--- config.mk ---
export PLATFORM = sky130hd
export DESIGN_NAME = resp_burst_gen
export DESIGN_NICKNAME = d
export VERILOG_FILES = /design/src/rtl/resp_burst_gen.sv
export SDC_FILE = /design/constraint.sdc
export NUM_CORES = 1
export LEC_CHECK = 0
export ABC_AREA = 1
export ABC_CLOCK_PERIOD_IN_PS = 1500
export CORE_MARGIN = 2
export CORE_UTILIZATION = 50
export CTS_CLUSTER_DIAMETER = 200
export CTS_CLUSTER_SIZE = 24
export DETAILED_ROUTE_END_ITERATION = 10
export PLACE_DENSITY = 0.85
export SLEW_MARGIN = 10
export SYNTH_ARGS = -nofsm -noshare
export SYNTH_HDL_FRONTEND = slang
export SYNTH_SLANG_ARGS = --single-unit
--- constraint.sdc ---
create_clock -name clk -period 1.5 [get_ports clk]
set_input_delay 0.225 -clock clk [delete_from_list [all_inputs] [get_ports clk]]
set_output_delay 0.225 -clock clk [all_outputs]
set_load 0.05 [all_outputs]
--- src/rtl/resp_burst_gen.sv ---
// Request/response burst responder: every request is answered with a burst of b beats starting the next cycle.
// Define RESP_BURST_GEN_PARITY_EN to add the registered b_par output.
module resp_burst_gen #(
   parameter int LEN_W = 4,
   parameter int ID_W  = 4,
   parameter int CNT_W = 8
) (
   input  logic             clk,
   input  logic             rst_n,
   input  logic             dis,
   input  logic             a,
   input  logic [LEN_W-1:0] a_len,
   input  logic [ID_W-1:0]  a_id,
   output logic             b,
   output logic [ID_W-1:0]  b_id,
   output logic             b_last,
   output logic             busy,
   output logic [CNT_W-1:0] resp_cnt,
   output logic [CNT_W-1:0] drop_cnt
`ifdef RESP_BURST_GEN_PARITY_EN
   ,
   output logic             b_par
`endif
);

   // state | meaning
   // IDLE  | no burst in flight, b low
   // BURST | emitting beats of the current burst; rem_q counts beats left including this one
   typedef enum logic {IDLE = 1'b0, BURST = 1'b1} state_t;

   state_t           state_q, state_n;
   logic [LEN_W-1:0] rem_q, rem_n;
   logic             pend_v_q, pend_v_n;
   logic [LEN_W-1:0] pend_len_q, pend_len_n;
   logic [ID_W-1:0]  pend_id_q, pend_id_n;
   logic [ID_W-1:0]  b_id_q, b_id_n;
   logic             busy_q;
   logic [CNT_W-1:0] resp_q, drop_q;
   logic             resp_inc, drop_inc;
   logic [LEN_W-1:0] a_len_eff;
   logic             last_beat;

   assign a_len_eff = (a_len == '0) ? LEN_W'(1) : a_len;
   assign last_beat = (state_q == BURST) && (rem_q == LEN_W'(1));

   always_comb begin
      state_n    = state_q;
      rem_n      = rem_q;
      pend_v_n   = pend_v_q;
      pend_len_n = pend_len_q;
      pend_id_n  = pend_id_q;
      b_id_n     = b_id_q;
      resp_inc   = 1'b0;
      drop_inc   = 1'b0;
      if (dis) begin
         state_n  = IDLE;
         rem_n    = '0;
         pend_v_n = 1'b0;
         b_id_n   = '0;
      end else begin
         case (state_q)
            IDLE: begin
               if (a) begin
                  state_n = BURST;
                  rem_n   = a_len_eff;
                  b_id_n  = a_id;
               end
            end
            BURST: begin
               if (last_beat) begin
                  resp_inc = 1'b1;
                  if (pend_v_q) begin
                     // pending burst starts back-to-back; a new request refills the slot
                     rem_n      = pend_len_q;
                     b_id_n     = pend_id_q;
                     pend_v_n   = a;
                     pend_len_n = a ? a_len_eff : pend_len_q;
                     pend_id_n  = a ? a_id : pend_id_q;
                  end else if (a) begin
                     rem_n  = a_len_eff;
                     b_id_n = a_id;
                  end else begin
                     state_n = IDLE;
                     rem_n   = '0;
                     b_id_n  = '0;
                  end
               end else begin
                  rem_n = rem_q - LEN_W'(1);
                  if (a) begin
                     if (!pend_v_q) begin
                        pend_v_n   = 1'b1;
                        pend_len_n = a_len_eff;
                        pend_id_n  = a_id;
                     end else begin
                        drop_inc = 1'b1;
                     end
                  end
               end
            end
            default: state_n = IDLE;
         endcase
      end
   end

   always_ff @(posedge clk or negedge rst_n) begin
      if (!rst_n) begin
         state_q    <= IDLE;
         rem_q      <= '0;
         pend_v_q   <= 1'b0;
         pend_len_q <= '0;
         pend_id_q  <= '0;
         b_id_q     <= '0;
         busy_q     <= 1'b0;
         resp_q     <= '0;
         drop_q     <= '0;
      end else begin
         state_q    <= state_n;
         rem_q      <= rem_n;
         pend_v_q   <= pend_v_n;
         pend_len_q <= pend_len_n;
         pend_id_q  <= pend_id_n;
         b_id_q     <= b_id_n;
         busy_q     <= (state_n == BURST) || pend_v_n;
         if (resp_inc && (resp_q != '1)) resp_q <= resp_q + CNT_W'(1);
         if (drop_inc && (drop_q != '1)) drop_q <= drop_q + CNT_W'(1);
      end
   end

`ifdef RESP_BURST_GEN_PARITY_EN
   logic par_q;
   always_ff @(posedge clk or negedge rst_n) begin
      if (!rst_n) par_q <= 1'b0;
      else        par_q <= (state_n == BURST) ? ^{b_id_n, (rem_n == LEN_W'(1))} : 1'b0;
   end
   assign b_par = par_q;
`endif

   assign b        = (state_q == BURST);
   assign b_last   = last_beat;
   assign b_id     = b_id_q;
   assign busy     = busy_q;
   assign resp_cnt = resp_q;
   assign drop_cnt = drop_q;

endmodule

==> results.md <==
* RSZ-0062 raised after global routing: yes
* Post-synth net total at 287
* Final period util at 103%
* Vias in the first global route at 1860
* Crit path cell chain: inv_2 -> ha_4 -> nand2_4 -> nor2_8 -> buf_6 -> buf_12
* Startpoint types: flip-flop
* Tot Pwr at 0.00317 W
* PwrDens at 1050 mW/mm^2
* R2R setup slack at 0 ps
* Multi-input gate area at 0.00113 mm^2
* Clock Sinks at 35
* Final Max Tran Viols at 0
* Crit path max fanout at 2
* Final ANT Viol Nets at 0
* Synth cell types at 26
* Starting density of the core at 51.8%
* Final Non-Filler Cells at 387
* Port Buf Inserts at 34
* Max incr delay on CP at 390 ps
* Initial DRT Pass Iterations at 4
* R2r endpoint: resp_cnt[7]$_DFFE_PN0P_
* Clock Latency Late Sink at 310 ps
* Fin util at 75.3%
* TritonCTS buffer count at 5
* Critical path data arrival time at 1310 ps
* Syn Inst Count at 271
* Fmax at 650 MHz
* Initial DRC Count at 122
* Antenna cells at 0
* Final hold violations at 0
* Commonest non-fill, non-tap cell in the layout: nand2_1
* FF-to-FF path depth at 10
* Worst min path class: primary input to async pin
* Reg2reg start: rem_q[1]$_DFFE_PN0P_
* Number of vias per cell at 5.04
* Nature of the critical path endpoint: output port
* #FFs+latches synth at 35
* Total length of routed wires at 5.20 mm
* Failing checks: setup timing
* Setup WS pre-CTS at -163 ps
* GRT overflow at 0
* GR peak layer: met2
* Die Ht at 68.4 um
* Commonest non-fill, non-tap cells in the layout: nand2_1, inv_1, buf_4
* Die span in x at 68.4 um
* Die area at 0.00467 mm^2
* Slew headroom at 70.6%
* CTS tree: built
* DR DRC count at 0
* Placeable Area at 0.00400 mm^2
* Maximum VDD drop at 0.00103 V
* Post-synthesis sequential area ratio at 42.3%
* DR vias at 1949
* Worst path top cell family by delay: flip-flops
* Wire per inst at 13.4 um
* Max-cap violations at 0
* Buffers & Inverters on Critical Path at 3
* Placed Cells at 370
* Maximum buffer depth of the clock tree at 2
* Setup Skew at 10.2 ps
* Hold Slack at 287 ps
* Final Critical Period at 1540 ps
* Worst EP required at 1270 ps
* Syn_area_per_cell at 7.64 um^2
* Post-DP HPWL at 3.41 mm
* GRT met3 Usage at 4.28%
* H-tree Lvls at 2
* Io pins at 35
* Synth warnings at 0
* Largest net degree at the start of global routing at 36
* Layout Nets at 352
* Kind of critical path: flip-flop to output port
* Synthesized area at 0.00207 mm^2
* Fillcell total at 246
* CTS clk-pin slew, worst paths at 80 ps
* LEAKAGE at 1.53 nW
* Final worst slack at -38.4 ps
* Register area at 886 um^2
* Status: finished, violations left
* Overall routing resource usage at 24.5%
* Routability cong. at 0.898
* Fraction of final layout cells sized beyond drive strength 1 at 29.4%
* Slowest CP cell: dfrtp_1
* Row count at 23
* Least-Margin Pin Slew at 439 ps
* Grt met1 use at 31.5%
* First-pass GRT wire length at 8.34 mm
* Area growth from synthesis to layout at 45.4%
* Initial antenna violation count at 0
* Global-route met2 utilization at 40.0%
* Root Buffer: clkbuf_8
* Final Setup Violations at 2
[flip-flops by register name, summed over array words and instances, names as in the netlist, 4 cells and up]
signal and count:
b_id 4, pend_len_q 4, rem_q 4, pend_id_q 4, drop_cnt 8, resp_cnt 8
[how the worst max path moves through the flow]
stage,depth (start not counted),start,end
final,6,rem_q[1]$_DFFE_PN0P_,b_last
after global routing,6,pend_v_q$_DFF_PN0_,drop_cnt[1]$_DFFE_PN0P_
after CTS,6,rem_q[1]$_DFFE_PN0P_,b_last
after detailed placement,5,dis,drop_cnt[2]$_DFFE_PN0P_
after global placement,5,dis,drop_cnt[1]$_DFFE_PN0P_
after floorplan,8,b$_DFF_PN0_,resp_cnt[5]$_DFFE_PN0P_
[metal layers]
| layer | part of all wire, % | vias to the layer above |
|---|---|---|
| met3 | 4.0 | 13 |
| met1 | 42 | 909 |
| met2 | 51 | 58 |
| met4 | 2.5 | 0 |
| li1 | - | 969 |
| met5 | 0 | - |
[Yosys cell counts (all sizes together)]
master  count  share of area, %
dfrtp      35                42
o21bai      1              0.36
xor2        3               1.3
o21ai      17               5.6
nand4       1              0.30
buf         3               1.5
nand3      18               5.4
ha          4               2.4
a21oi       3               1.8
nand2     128                24
nor2       13               4.0
nor3        3               1.2
xnor2       8               3.4
nand3b      1              0.36
inv        33               6.0
[per-stage QoR]
stage	instance area, um^2	setup TNS (ps)
after floorplan	2080	-165
after global placement	2770	-914
after detailed placement	2770	-1830
after CTS	2950	-61.2
after global routing	3010	-1070
final	3010	-42.8
[cells by family (layout without fill, tap and decap cells)]
family,count (synthesis),after routing,share of synthesized area [%]
XOR/XNOR,11,11,4.65
AND/OR/NAND/NOR,164,165,35.5
buffers and inverters,36,101,7.43
adder cells (fa/ha/maj),4,4,2.42
flip-flops,35,35,42.3
AO/OA/AOI/OAI,21,21,7.73
[where the power goes]
group	internal (W)	switching (W)	total [W]
logic	0.000549	0.000690	0.00124
registers	0.00110	0.000129	0.00123
clock network	0.000323	0.000380	0.000703
total	0.00197	0.00120	0.00317
[what timing repair did]
item,4_1_cts,5_1_grt
cloned,1,0
resized for setup,6,13
hold endpoints to repair,0,0
setup buffers,7,1
hold buffers,0,0
setup endpoints to repair,17,32
pin swaps,2,16
[final cells by class]
class / instances / area share, %
repair buffers: 60 / 24.0
flip-flops and latches: 35 / 29.4
clock buffers: 5 / 2.29
well taps: 50 / 2.08
multi-input cells: 201 / 37.4
clock inverters: 3 / 0.665
inverters: 33 / 4.11
Note: power is estimated with default switching activity, not from simulation.
